$ cat src/rtl/data_mem_unit_pkg.sv
// Shared definitions for the data-memory unit: stackControl encodings,
// FSM state type and default bus widths.
package data_mem_unit_pkg;

  localparam int DATA_W_DEF = 16;
  localparam int ADDR_W_DEF = 12;

  typedef enum logic [2:0] {
    SC_IMM   = 3'd0,
    SC_UPPER = 3'd1,
    SC_MEM   = 3'd2,
    SC_IN    = 3'd4
  } stack_ctl_e;

  typedef enum logic [1:0] {
    ST_IDLE,
    ST_RD_WAIT,
    ST_IN_WAIT,
    ST_DONE
  } state_e;

endpackage

$ cat src/rtl/data_mem_unit_if.sv
// Request, RAM, input-port and result signals of the data-memory unit.
// master = surrounding core/environment, slave = data_mem_unit.
interface data_mem_unit_if
  import data_mem_unit_pkg::*;
#(
  parameter int DATA_W = DATA_W_DEF,
  parameter int ADDR_W = ADDR_W_DEF
) ();

  logic              req;
  logic [15:0]       inst;
  logic [2:0]        stackControl;
  logic              MemWrite;
  logic [DATA_W-1:0] memWriteData;

  logic [DATA_W-1:0] getinData;
  logic              getinValid;
  logic              getinReady;

  logic [ADDR_W-1:0] mem_addr;
  logic              mem_we;
  logic [DATA_W-1:0] mem_wdata;
  logic [DATA_W-1:0] mem_rdata;

  logic [DATA_W-1:0] newPC;
  logic [DATA_W-1:0] stackWriteData;
  logic              stackWriteValid;
  logic              busy;
  logic              done;
  logic              err;

  modport master (
    output req, inst, stackControl, MemWrite, memWriteData,
    output getinData, getinValid, mem_rdata,
    input  getinReady, mem_addr, mem_we, mem_wdata,
    input  newPC, stackWriteData, stackWriteValid, busy, done, err
  );

  modport slave (
    input  req, inst, stackControl, MemWrite, memWriteData,
    input  getinData, getinValid, mem_rdata,
    output getinReady, mem_addr, mem_we, mem_wdata,
    output newPC, stackWriteData, stackWriteValid, busy, done, err
  );

endinterface

$ cat src/rtl/data_mem_unit_imm_former.sv
// Immediate formation: sign-extended 12-bit immediate, or the 4-bit
// upper immediate placed in the top nibble of the word.
module imm_former #(
  parameter int DATA_W = 16
) (
  input  logic [11:0]       imm12,
  input  logic              upper,
  output logic [DATA_W-1:0] imm
);

  always_comb begin
    imm = {{(DATA_W-12){imm12[11]}}, imm12};
    if (upper) imm = {imm12[3:0], {(DATA_W-4){1'b0}}};
  end

endmodule

$ cat src/rtl/data_mem_unit.sv
// Data-memory unit: immediates, RAM load/store and input-port reads into the stack.
// Optional store-to-load forwarding register enabled by macro DMEM_STORE_FWD_EN.
module data_mem_unit
  import data_mem_unit_pkg::*;
#(
  parameter int DATA_W  = DATA_W_DEF,
  parameter int ADDR_W  = ADDR_W_DEF,
  parameter int MEM_LAT = 1
) (
  input  logic            CLK,
  input  logic            reset,
  data_mem_unit_if.slave  bus
);

  state_e            state;
  logic [2:0]        lat_cnt;
  logic [DATA_W-1:0] imm_val;
  logic [ADDR_W-1:0] req_addr;
  logic              sel_upper;

  assign req_addr       = bus.inst[ADDR_W-1:0];
  assign sel_upper      = (bus.stackControl == SC_UPPER);
  assign bus.newPC      = {{(DATA_W-13){1'b0}}, bus.inst[11:0], 1'b0};
  assign bus.busy       = (state != ST_IDLE);
  assign bus.getinReady = (state == ST_IN_WAIT);

  imm_former #(.DATA_W(DATA_W)) u_imm_former (
    .imm12 (bus.inst[11:0]),
    .upper (sel_upper),
    .imm   (imm_val)
  );

`ifdef DMEM_STORE_FWD_EN
  logic              fwd_valid;
  logic [ADDR_W-1:0] fwd_addr;
  logic [DATA_W-1:0] fwd_data;

  always_ff @(posedge CLK or negedge reset) begin
    if (!reset) begin
      fwd_valid <= 1'b0;
      fwd_addr  <= '0;
      fwd_data  <= '0;
    end else if (state == ST_IDLE && bus.req && bus.stackControl == SC_MEM && bus.MemWrite) begin
      fwd_valid <= 1'b1;
      fwd_addr  <= req_addr;
      fwd_data  <= bus.memWriteData;
    end
  end
`endif

  // mem_addr is the RAM's address stage, so the read data is due MEM_LAT
  // edges after the request edge; lat_cnt starts at 1 on that edge.
  always_ff @(posedge CLK or negedge reset) begin
    if (!reset) begin
      state               <= ST_IDLE;
      lat_cnt             <= '0;
      bus.stackWriteData  <= '0;
      bus.stackWriteValid <= 1'b0;
      bus.done            <= 1'b0;
      bus.err             <= 1'b0;
      bus.mem_we          <= 1'b0;
      bus.mem_addr        <= '0;
      bus.mem_wdata       <= '0;
    end else begin
      bus.stackWriteValid <= 1'b0;
      bus.done            <= 1'b0;
      bus.err             <= 1'b0;
      bus.mem_we          <= 1'b0;
      case (state)
        ST_IDLE: begin
          if (bus.req) begin
            case (bus.stackControl)
              SC_IMM, SC_UPPER: begin
                bus.stackWriteData  <= imm_val;
                bus.stackWriteValid <= 1'b1;
                bus.done            <= 1'b1;
                state               <= ST_DONE;
              end
              SC_MEM: begin
                if (bus.MemWrite) begin
                  bus.mem_we    <= 1'b1;
                  bus.mem_addr  <= req_addr;
                  bus.mem_wdata <= bus.memWriteData;
                  bus.done      <= 1'b1;
                  state         <= ST_DONE;
                end
`ifdef DMEM_STORE_FWD_EN
                else if (fwd_valid && fwd_addr == req_addr) begin
                  bus.stackWriteData  <= fwd_data;
                  bus.stackWriteValid <= 1'b1;
                  bus.done            <= 1'b1;
                  state               <= ST_DONE;
                end
`endif
                else begin
                  bus.mem_addr <= req_addr;
                  lat_cnt      <= 3'd1;
                  state        <= ST_RD_WAIT;
                end
              end
              SC_IN: state <= ST_IN_WAIT;
              default: begin
                bus.stackWriteData <= '0;
                bus.err            <= 1'b1;
                bus.done           <= 1'b1;
                state              <= ST_DONE;
              end
            endcase
          end
        end
        ST_RD_WAIT: begin
          if (lat_cnt == 3'(MEM_LAT)) begin
            bus.stackWriteData  <= bus.mem_rdata;
            bus.stackWriteValid <= 1'b1;
            bus.done            <= 1'b1;
            lat_cnt             <= '0;
            state               <= ST_DONE;
          end else begin
            lat_cnt <= lat_cnt + 3'd1;
          end
        end
        ST_IN_WAIT: begin
          if (bus.getinValid) begin
            bus.stackWriteData  <= bus.getinData;
            bus.stackWriteValid <= 1'b1;
            bus.done            <= 1'b1;
            state               <= ST_DONE;
          end
        end
        ST_DONE: state <= ST_IDLE;
        default: state <= ST_IDLE;
      endcase
    end
  end

endmodule

$ cat src/flat_wrapper.sv
// flat-port wrapper written by rule: the top's interface ports become plain ports
module data_mem_unit_flat import data_mem_unit_pkg::*;
#(
  parameter int DATA_W  = DATA_W_DEF,
  parameter int ADDR_W  = ADDR_W_DEF,
  parameter int MEM_LAT = 1
)
  (CLK, reset, bus_req, bus_inst, bus_stackControl, bus_MemWrite, bus_memWriteData, bus_getinData, bus_getinValid, bus_mem_rdata, bus_getinReady, bus_mem_addr, bus_mem_we, bus_mem_wdata, bus_newPC, bus_stackWriteData, bus_stackWriteValid, bus_busy, bus_done, bus_err);
  data_mem_unit_if #(.DATA_W(DATA_W), .ADDR_W(ADDR_W)) bus_i ();
  input  logic CLK;
  input  logic reset;
  input wire logic [$bits(bus_i.req)-1:0] bus_req;
  input wire logic [$bits(bus_i.inst)-1:0] bus_inst;
  input wire logic [$bits(bus_i.stackControl)-1:0] bus_stackControl;
  input wire logic [$bits(bus_i.MemWrite)-1:0] bus_MemWrite;
  input wire logic [$bits(bus_i.memWriteData)-1:0] bus_memWriteData;
  input wire logic [$bits(bus_i.getinData)-1:0] bus_getinData;
  input wire logic [$bits(bus_i.getinValid)-1:0] bus_getinValid;
  input wire logic [$bits(bus_i.mem_rdata)-1:0] bus_mem_rdata;
  output wire logic [$bits(bus_i.getinReady)-1:0] bus_getinReady;
  output wire logic [$bits(bus_i.mem_addr)-1:0] bus_mem_addr;
  output wire logic [$bits(bus_i.mem_we)-1:0] bus_mem_we;
  output wire logic [$bits(bus_i.mem_wdata)-1:0] bus_mem_wdata;
  output wire logic [$bits(bus_i.newPC)-1:0] bus_newPC;
  output wire logic [$bits(bus_i.stackWriteData)-1:0] bus_stackWriteData;
  output wire logic [$bits(bus_i.stackWriteValid)-1:0] bus_stackWriteValid;
  output wire logic [$bits(bus_i.busy)-1:0] bus_busy;
  output wire logic [$bits(bus_i.done)-1:0] bus_done;
  output wire logic [$bits(bus_i.err)-1:0] bus_err;
  assign bus_i.req = bus_req;
  assign bus_i.inst = bus_inst;
  assign bus_i.stackControl = bus_stackControl;
  assign bus_i.MemWrite = bus_MemWrite;
  assign bus_i.memWriteData = bus_memWriteData;
  assign bus_i.getinData = bus_getinData;
  assign bus_i.getinValid = bus_getinValid;
  assign bus_i.mem_rdata = bus_mem_rdata;
  assign bus_getinReady = bus_i.getinReady;
  assign bus_mem_addr = bus_i.mem_addr;
  assign bus_mem_we = bus_i.mem_we;
  assign bus_mem_wdata = bus_i.mem_wdata;
  assign bus_newPC = bus_i.newPC;
  assign bus_stackWriteData = bus_i.stackWriteData;
  assign bus_stackWriteValid = bus_i.stackWriteValid;
  assign bus_busy = bus_i.busy;
  assign bus_done = bus_i.done;
  assign bus_err = bus_i.err;
  data_mem_unit #(.DATA_W(DATA_W), .ADDR_W(ADDR_W), .MEM_LAT(MEM_LAT)) u_core (.CLK(CLK), .reset(reset), .bus(bus_i));
endmodule
$ cat config.mk
export PLATFORM = sky130hd
export DESIGN_NAME = data_mem_unit_flat
export DESIGN_NICKNAME = d
export VERILOG_FILES = /design/src/rtl/data_mem_unit_pkg.sv /design/src/rtl/data_mem_unit_if.sv /design/src/rtl/data_mem_unit_imm_former.sv /design/src/rtl/data_mem_unit.sv /design/src/flat_wrapper.sv
export SDC_FILE = /design/constraint.sdc
export NUM_CORES = 1
export LEC_CHECK = 0
export ABC_AREA = 1
export CORE_MARGIN = 2
export CORE_UTILIZATION = 45
export CTS_CLUSTER_DIAMETER = 150
export DETAILED_ROUTE_END_ITERATION = 16
export DONT_BUFFER_PORTS = 1
export PLACE_DENSITY_LB_ADDON = 0.08
export SLEW_MARGIN = 20
export SYNTH_ARGS = -nofsm -noshare
export SYNTH_HDL_FRONTEND = slang
export SYNTH_SLANG_ARGS = --single-unit
$ cat constraint.sdc
create_clock -name CLK -period 1.7 [get_ports CLK]
set_input_delay 0.34 -clock CLK [delete_from_list [all_inputs] [get_ports CLK]]
set_output_delay 0.34 -clock CLK [all_outputs]
set_load 0.005 [all_outputs]
# Word-level counts from Yosys, hierarchy flattened
# Cells that the tools add are included.
word_totals:
  register_bits: 53
  input_bits: 72
  output_inout_bits: 66
  wordCells: 68
classes:
  addsub: 1
  eq_ne: 13
  mux: 32
  n_reduce_logical: 13
ops:
  columns: ["op", "n"]
  rows:
  - ["$mux 16", 4]
  - ["$pmux 16 s3", 1]
  - ["$pmux 16 s2", 1]
  - ["$mux 1", 12]
  - ["$mux 3", 4]
  - ["$ne 2x2->1 const B", 5]
  - ["$mux 2", 4]
  - ["$pmux 2 s4", 1]
  - ["$reduce_and 4->1", 2]
  - ["$eq 3x1->1 const B", 2]
  - ["$pmux 1 s3", 2]
  - ["$pmux 3 s2", 1]
  - ["$reduce_and 3->1", 2]
  - ["$reduce_and 5->1", 1]
  - ["$eq 2x2->1 const B", 2]
  - ["$pmux 2 s2", 1]
  - ["$reduce_bool 2->1", 2]
  - ["$reduce_or 2->1", 2]
  - ["$reduce_or 4->1", 1]
  - ["$add 3x1->3 const B", 1]
  - ["$eq 3x2->1 const B", 1]
  - ["$eq 3x3->1 const B", 1]
  - ["$logic_not 3->1", 1]
  - ["$reduce_bool 3->1", 1]
  - ["other kinds (4)", 4]

# Logic depth before layout (Yosys ltp)
# Gate-level depths: netlist of the first run.
depth:
  ltp_word: 5
  ltp_mapped: 12
  ltp_nobuf: 10

# Modules after synthesis
# From an unflattened synthesis of the first run, not the netlist that was laid out.
unflattened:
  hier_cells: 462
  hier_area_um2: 3194.3
by_module_without_submodules:
  columns: ["module", "n_inst", "cells_per_inst", "area_each_um2", "seq_area_each_um2"]
  rows:
  - ["data_mem_unit", 1, 427, 3036.7, 1326.3]
  - ["imm_former", 1, 35, 157.7, 0.0]

# Worst setup path after synthesis of the first run
# Ideal clock, no wire load.
synth_timing:
  path_kind: "register -> register"
  from: "register u_core.state[0]"
  to: "register u_core.bus.stackWriteData[0]"
  setup_time_ns: 0.116
  arrival_time_ns: 1.422
  required_time_ns: 1.584
  setup_slack_ns: 0.161
  path_stages_with_launch: 13
  n_path_buf: 2
  synth_period_minus_slack_ns: 1.539
  cell_sequence: "dfrtp_1 > inv_1 > ha_1 > buf_2 > nand2_1 > nand2_1 > inv_1 > nand2_1 > inv_2 > nand2_4 > buf_6 > nand2_1 > nand2_1"
synth_between:
  elab_chain_len: 3
  word_cells_on_any_way: 10
  cone_classes: "eq/ne (6); mux (1); reduce/logical (3)"
synth_rtl:
  columns: ["item", "line_no", "text"]
  rows:
  - ["start: declaration", "data_mem_unit.sv:15", "state_e state;"]
  - ["start signal: assignment", "data_mem_unit.sv:55", "state <= ST_IDLE;"]
  - ["start signal: assignment", "data_mem_unit.sv:77", "state <= ST_DONE;"]
  - ["start signal: assignment", "data_mem_unit.sv:85", "state <= ST_DONE;"]
  - ["$eq 2x2->1 *", null, null]
  - ["via bus_getinReady", "flat_wrapper.sv:20", "output wire logic [$bits(bus_i.getinReady)-1:0] bus_getinReady;"]
  - ["$ne 2x2->1 (no line) / $reduce_bool 3->1 (equally long branches)", null, null]
  - ["$reduce_and 5->1 (no line)", null, null]
  - ["end signal: assignment", "data_mem_unit.sv:74", "bus.stackWriteData <= imm_val;"]
  - ["end signal: assignment", "data_mem_unit.sv:113", "bus.stackWriteData <= bus.mem_rdata;"]
  - ["end signal: assignment", "data_mem_unit.sv:124", "bus.stackWriteData <= bus.getinData;"]
  - ["end: declaration", "data_mem_unit_if.sv:43", "output newPC, stackWriteData, stackWriteValid, busy, done, err"]
# The timed path passes the listed nets; every way through them passes the cells marked *.
# A chain may end at the register's enable or synchronous reset.

# Final worst setup path of the first run
layout_timing:
  from: "register u_core.state[0]"
  to: "output port bus_getinReady"
layout_between:
  elab_chain_len: 1
layout_rtl:
  columns: ["item", "line_no", "text"]
  rows:
  - ["$eq 2x2->1", "data_mem_unit.sv:25", "assign bus.getinReady = (state == ST_IN_WAIT);"]
  - ["end: declaration", "flat_wrapper.sv:20", null]
# No other way between the ends.

==> out/results.md, run 1 <==
### Outcome
• outcome: finished, final reports clean

### Timing
• post-layout worst setup margin: 0.105 ns
• Worst Clk Skew: 0.00706 ns
• part of the cycle the worst path needs: 0.938
• max-slew violation count: 0
• Hold Slack: 0.124 ns
• fmax: 627 MHz
• min Tclk post-route: 1.59 ns
• final number of hold-violating endpoints: 0
• final setup violating endpoints: 0

### Place
• DP Wirelength: 5330 um
• routability-driven placement congestion ratio: 0.782
• total cell area at the placement stage: 0.00291 mm2
• worst slack at placement: -0.0917 ns
• number of input and output port buffers inserted: 0

### Clock network
• clock-pin slew on the worst setup and hold paths: 0.11 ns
• cts bufs inserted: 5
• clk_lat worst skew: 0.32 ns
• root buf cell: clkbuf_8
• clock tree sinks: 53
• deepest clock path buffer count: 2
• TritonCTS clock tree: built
• number of H-tree levels: 2

### Logic synthesis
• number of warnings issued by yosys: 0
• average cell area after synthesis: 7.13 um2
• portion of the post-synthesis area used by sequential elements: 0.452
• number of instances in the synthesized netlist: 411
• most common flop cell mapped by yosys: dfrtp_1
• library cells used by synthesis: 23
• post-synthesis async set-or-reset flop share: 1.00
• share of Yosys cell area claimed by the top area cell type: 0.452
• most used standard cell by instance count after synthesis: nand2_1
• top cell types by occurrence after synthesis: 232 x nand2_1, 53 x dfrtp_1, 23 x inv_1, 23 x nand3_1, 19 x buf_4
• Post-synth EDFFs: 0
• cell taking the most area after synthesis: dfrtp_1
• main area contributors after synthesis: dfrtp_1 45%, nand2_1 30%, buf_4 4.9%
• #FFs+latches synth: 53
• Post-Syn Area: 0.00293 mm2

### Critical path
• Top delay family on crit path: flip-flops
• crit path buf inv count: 2
• crit path launch type: flop
• critical path arrival: 1.25 ns
• cell with the largest stage delay on the worst path: dfrtp_1
• highest fanout seen on the critical path: 18
• required time of the critical path: 1.36 ns
• biggest cell delay along the critical path: 0.42 ns
• worst-case register-to-register setup slack: 0.11 ns
• Worst setup EP type: primary output
• startpoint-to-endpoint class of the critical path: flop to primary output
• Cell Chain, Critical Path: inv_2 -> ha_1 -> buf_6

### Global routing
• number of global-route vias before repair: 2379
• aggregate global routing overflow: 0
• wire length of the first global-routing pass: 11400 um
• number of antenna violations at the first check in global routing: 0
• overall track demand over capacity in global routing: 0.202
• maximum number of pins on one net before global-route repair: 54

### Layout
• area added between synthesis and finish: 6.06%
• Total Nets Final: 483
• Design Area, Final: 0.00311 mm2
• area occupied by multi-input gates: 0.00132 mm2
• Core Util, Final: 0.492
• Sequential cell area: 0.00133 mm2
• Filler cells: 665
• Antenna diodes: 0
• fraction of layout instances using a drive strength above 1: 0.0956

### Floorplanning
• standard-cell rows: 29
• total core area: 0.00631 mm2
• overall die area: 0.00718 mm2
• height of the die: 84.7 um
• horizontal die dimension: 84.7 um
• initial cell density of the core: 0.464
• I/O pin total: 138

### Power
• share of power burned in combinational logic: 0.458
• total power: 5.29 mW
• power share of the clock group: 0.143
• power per cell area: 1700 mW/mm2
• static leakage: 1.79 nW
• sequential fraction of design power: 0.399
• Internal Pwr Total: 2.93 mW
• worst vdd rail ir drop: 897 uV
• power dissipated by switching net loads: 2.36 mW
• proportion of total power due to net switching: 0.445

### Routing
• Detailed Route Iter0 Violations: 150
• mean number of vias per cell: 4.99
• antenna-violating nets left: 0
• sum of routed wire length over all layers: 7120 um
• Post-route DRC: 0
• average routed wire per standard cell: 14.7 um
• total iterations of the first detailed-routing run: 4
• via count: 2422

### Hold path
• worst hold path class: input port to flop

### Job
• Max-Cap Viols: 0

-- power by group through the flow --
stage | clock (mW) | combinational [mW] | sequential (mW)
floorplan | 0 | 1.85 | 2.04
global placement | 0 | 2.30 | 2.14
detailed placement | 0 | 2.34 | 2.15
CTS | 0.788 | 2.39 | 2.12
global route | 0.826 | 2.86 | 2.16
finish | 0.754 | 2.42 | 2.11
-- per-stage QoR --
step | std cells | setup TNS, ns
6_report | 485 | 0
5_1_grt | 485 | -0.124
4_1_cts | 481 | 0
3_5_place_dp | 471 | -1.44
3_3_place_gp | 471 | -1.00
2_1_floorplan | 414 | 0
-- cells in the final DEF, fill, tap and decap left out, drive strengths merged --
| cell type | n |
|---|---|
| clkinvlp | 3 |
| nor3b | 1 |
| nand4 | 13 |
| clkbuf | 5 |
| nand2 | 234 |
| inv | 26 |
| o21ai | 7 |
| a21oi | 3 |
| xnor2 | 1 |
| dlygate4sd3 | 1 |
| nor2 | 10 |
| nand3 | 24 |
| ha | 4 |
| conb | 4 |
| dfrtp | 53 |
| clkinv | 1 |
| buf | 17 |
| nor3 | 1 |
-- layout make-up --
| cell class | instances | share of cell area |
|---|---|---|
| clock inverters | 3 | 0.00805 |
| flip-flops and latches | 53 | 0.427 |
| repair inverters | 1 | 0.00241 |
| multi-input cells | 302 | 0.423 |
| inverters | 26 | 0.0350 |
| repair buffers | 18 | 0.0519 |
| well taps | 77 | 0.0310 |
| clock buffers | 5 | 0.0221 |
-- sequential cells by signal (all words and copies together), names as in the netlist --
signal	count
u_core.bus.done	1
u_core.bus.err	1
u_core.bus.mem_addr	12
u_core.bus.mem_wdata	16
u_core.bus.mem_we	1
u_core.bus.stackWriteData	16
u_core.bus.stackWriteValid	1
u_core.lat_cnt	3
u_core.state	2
-- routing by layer --
layer | track usage | share of wire
met1 | 0.248 | 0.40
met2 | 0.345 | 0.51
met3 | 0.0501 | 0.075
met4 | 0.0736 | 0.016
met5 | 0 | 0
-- final timing paths --
check,from,endpoint,cells past startpoint
max in group asynchronous,reset,u_core.bus.stackWriteData[0],2
hold / removal,bus_memWriteData[8],u_core.bus.mem_wdata[8],2
hold reg to reg,u_core.bus.mem_addr[10],u_core.bus.mem_addr[10],2
setup reg to reg,u_core.state[0],u_core.bus.mem_wdata[11],9
setup / recovery,u_core.state[0],bus_getinReady,3
min in group asynchronous,reset,u_core.bus.mem_addr[9],2
-- logic make-up after synthesis --
kind of cell               Yosys count  synth area share
and+or+nand+nor                    283             0.399
buffers and inverters               59             0.110
DFF                                 53             0.452
AOI/OAI and AO/OA                   10            0.0171
adders and majority gates            4            0.0171
xor gates and xnor gates             1           0.00299
other                                1           0.00128
-- timing repair --
| item | CTS | global route |
|---|---|---|
| cloned | 0 | 1 |
| hold buffers | 2 | 0 |
| gates resized for setup | 2 | 9 |
| buffers inserted | 0 | 3 |
| pin swaps | 0 | 2 |
| endpoints found under the hold margin | 53 | 0 |
| setup endpoints to repair | 30 | 49 |
No activity file was read; power rests on OpenSTA's default activity.
==> run 2: changes to the inputs <==
--- a/config.mk
+++ b/config.mk
@@ -5,9 +5,10 @@
 export SDC_FILE = /design/constraint.sdc
 export NUM_CORES = 1
 export LEC_CHECK = 0
-export ABC_AREA = 1
+export CELL_PAD_IN_SITES_DETAIL_PLACEMENT = 1
+export CELL_PAD_IN_SITES_GLOBAL_PLACEMENT = 2
 export CORE_MARGIN = 2
-export CORE_UTILIZATION = 45
+export CORE_UTILIZATION = 37
 export CTS_CLUSTER_DIAMETER = 150
 export DETAILED_ROUTE_END_ITERATION = 16
 export DONT_BUFFER_PORTS = 1
==> out/results.md, run 2 <==
### Outcome
• outcome: finished, final reports clean

### Timing
• part of the cycle the worst path needs: 0.970, +0.0318
• Hold Slack: 0.169 ns, +0.0454 ns
• final number of hold-violating endpoints: 0, unchanged
• final setup violating endpoints: 0, unchanged
• Worst Clk Skew: 0.00600 ns, -0.00105 ns
• min Tclk post-route: 1.65 ns, +0.0541 ns
• max-slew violation count: 0, unchanged
• fmax: 607 MHz, -3.3%

### Logic synthesis
• Post-synth EDFFs: 0, unchanged
• top cell types by occurrence after synthesis: 53 x dfrtp_1, 31 x mux2_2, 20 x a21oi_1, 18 x buf_4, 16 x a22o_1
• share of Yosys cell area claimed by the top area cell type: 0.491, +0.0388
• library cells used by synthesis: 35, +52%
• portion of the post-synthesis area used by sequential elements: 0.491, +0.0388
• number of instances in the synthesized netlist: 238, -42%
• #FFs+latches synth: 53, unchanged
• number of warnings issued by yosys: 0, unchanged
• average cell area after synthesis: 11.3 um2, +59%
• most used standard cell by instance count after synthesis: dfrtp_1
• Post-Syn Area: 0.00270 mm2, -7.9%
• main area contributors after synthesis: dfrtp_1 49%, mux2_2 13%, a22o_1 5.2%
• most common flop cell mapped by yosys: dfrtp_1
• post-synthesis async set-or-reset flop share: 1.00, unchanged
• cell taking the most area after synthesis: dfrtp_1

### Routing
• Detailed Route Iter0 Violations: 73, -51%
• antenna-violating nets left: 0, unchanged
• via count: 1944, -20%
• sum of routed wire length over all layers: 7400 um, +3.8%
• Post-route DRC: 0, unchanged
• mean number of vias per cell: 5.75, +15%
• total iterations of the first detailed-routing run: 4, unchanged
• average routed wire per standard cell: 21.9 um, +49%

### Layout
• Antenna diodes: 0, unchanged
• commonest cells after routing, fill and taps aside: 53 x dfrtp_1, 31 x mux2_2, 20 x a21oi_1
• area added between synthesis and finish: 17.2%
• fraction of layout instances using a drive strength above 1: 0.360, +0.264
• Total Nets Final: 314, -35%
• leading cell type in the layout, fill and taps excluded: dfrtp_1
• Core Util, Final: 0.441, -0.0515
• Largest regs: u_core.bus.mem_wdata x16, u_core.bus.stackWriteData x16, u_core.bus.mem_addr x12

### Power
• power per cell area: 1970 mW/mm2, +16%
• total power: 6.23 mW, +18%
• worst vdd rail ir drop: 654 uV, -27%
• static leakage: 1.38 nW, -23%

### Global routing
• number of global-route vias before repair: 1903, -20%
• wire length of the first global-routing pass: 10400 um, -9.1%
• number of antenna violations at the first check in global routing: 0, unchanged
• aggregate global routing overflow: 0, unchanged
• maximum number of pins on one net before global-route repair: 54, unchanged
• overall track demand over capacity in global routing: 0.174, -0.0282

### Critical path
• Cell Chain, Critical Path: buf_4 -> ha_1 -> a31oi_4 -> buf_12 -> buf_12 -> a21oi_1 -> a31oi_1
• Worst setup EP type: flop
• critical path arrival: 1.85 ns, +0.60 ns
• most frequent cell on the critical path: buf_12
• highest fanout seen on the critical path: 7, -11
• required time of the critical path: 1.90 ns, +0.54 ns
• startpoint-to-endpoint class of the critical path: flop to flop
• crit path launch type: flop
• biggest cell delay along the critical path: 0.43 ns, about the same
• cell with the largest stage delay on the worst path: dfrtp_1

### Floorplanning
• initial cell density of the core: 0.376, -0.0880
• overall die area: 0.00800 mm2, +11%
• I/O pin total: 138, unchanged
• height of the die: 89.4 um, +5.6%
• horizontal die dimension: 89.4 um, +5.6%
• standard-cell rows: 31, +6.9%
• total core area: 0.00718 mm2, +14%

### Job
• Max-Cap Viols: 0, unchanged

### Hold path
• worst hold path class: input port to flop

### Place
• DP Wirelength: 5220 um, -2.1%
• number of input and output port buffers inserted: 0, unchanged
• routability-driven placement congestion ratio: 0.707, -9.5%

### Clock network
• cts bufs inserted: 5, unchanged
• clk_lat worst skew: 0.30 ns, -0.02 ns
• TritonCTS clock tree: built
• deepest clock path buffer count: 2, unchanged
• clock-pin slew on the worst setup and hold paths: 0.10 ns, about the same
• root buf cell: clkbuf_8
• clock tree sinks: 53, unchanged
• number of H-tree levels: 2, unchanged

## run 2: worst max-delay path, delay by kind of cell, from the launching register on
kind	cells	cell delay, ns
AOI/OAI and AO/OA	3	0.48
adders and majority gates	1	0.24
buffers and inverters	3	0.41
DFF	1	0.43
## run 2: area by class of cell
class	instances	area, um2
Sequential cell	53	1330
Inverter	7	26.3
Clock inverter	3	43.8
Fill cell	762	4010
Multi-Input combinational cell	145	1250
Timing Repair Buffer	26	325
Tap cell	99	124
Clock buffer	5	68.8
## run 2: power by group
part | total [mW] | internal [mW] | switching (mW)
Combinational | 3.13 | 1.60 | 1.53
Clock | 0.861 | 0.442 | 0.419
Sequential | 2.23 | 1.80 | 0.435
## run 2: layer usage
layer  up-vias  routed length (um)  track usage
li1        870                   -            -
met1       973                3170        0.239
met2        95                3570        0.269
met3         6                 557       0.0536
met4         0                  99       0.0407
met5         -                   0            0
## run 2: worst paths after layout
check	to	slack, ns	start	cells after the start
min in group asynchronous	u_core.bus.mem_wdata[12]	0.57	reset	2
worst min-delay path	u_core.bus.err	0.17	bus_stackControl[0]	2
worst max register to register	u_core.bus.stackWriteData[3]	0.05	u_core.state[0]	7
worst max-delay path	u_core.bus.stackWriteData[3]	0.05	u_core.state[0]	7
max in group asynchronous	u_core.bus.stackWriteData[1]	0.91	reset	2
worst min register to register	u_core.bus.mem_wdata[10]	0.54	u_core.bus.mem_wdata[10]	1
## run 2: repair_timing
action / CTS / global route
buffers inserted: 3 / 1
gates resized for setup: 4 / 19
hold buffers: 2 / 0
gates cloned: 0 / 4
hold endpoints to repair: 53 / 0
endpoints found under the setup margin: 35 / 32
pin swaps: 0 / 1
## run 2: per-stage QoR
stage	cell area (um2)	TNS (ns)	setup WS (ns)	instances
2_1_floorplan	2720	0	0.00358	241
3_3_place_gp	2790	0	0.0300	320
3_5_place_dp	2790	-0.434	-0.0725	320
4_1_cts	2980	0	0.0108	333
5_1_grt	3160	-0.0226	-0.0226	338
6_report	3160	0	0.0512	338
## run 2: kinds of logic after synthesis
group,Yosys count,synth area share
flip-flops,53,0.491
XOR/XNOR,1,0.00324
AO/OA/AOI/OAI,77,0.199
multiplexers,31,0.129
buffers and inverters,43,0.0913
AND/OR/NAND/NOR,28,0.0658
adder cells (fa/ha/maj),4,0.0185
other,1,0.00139
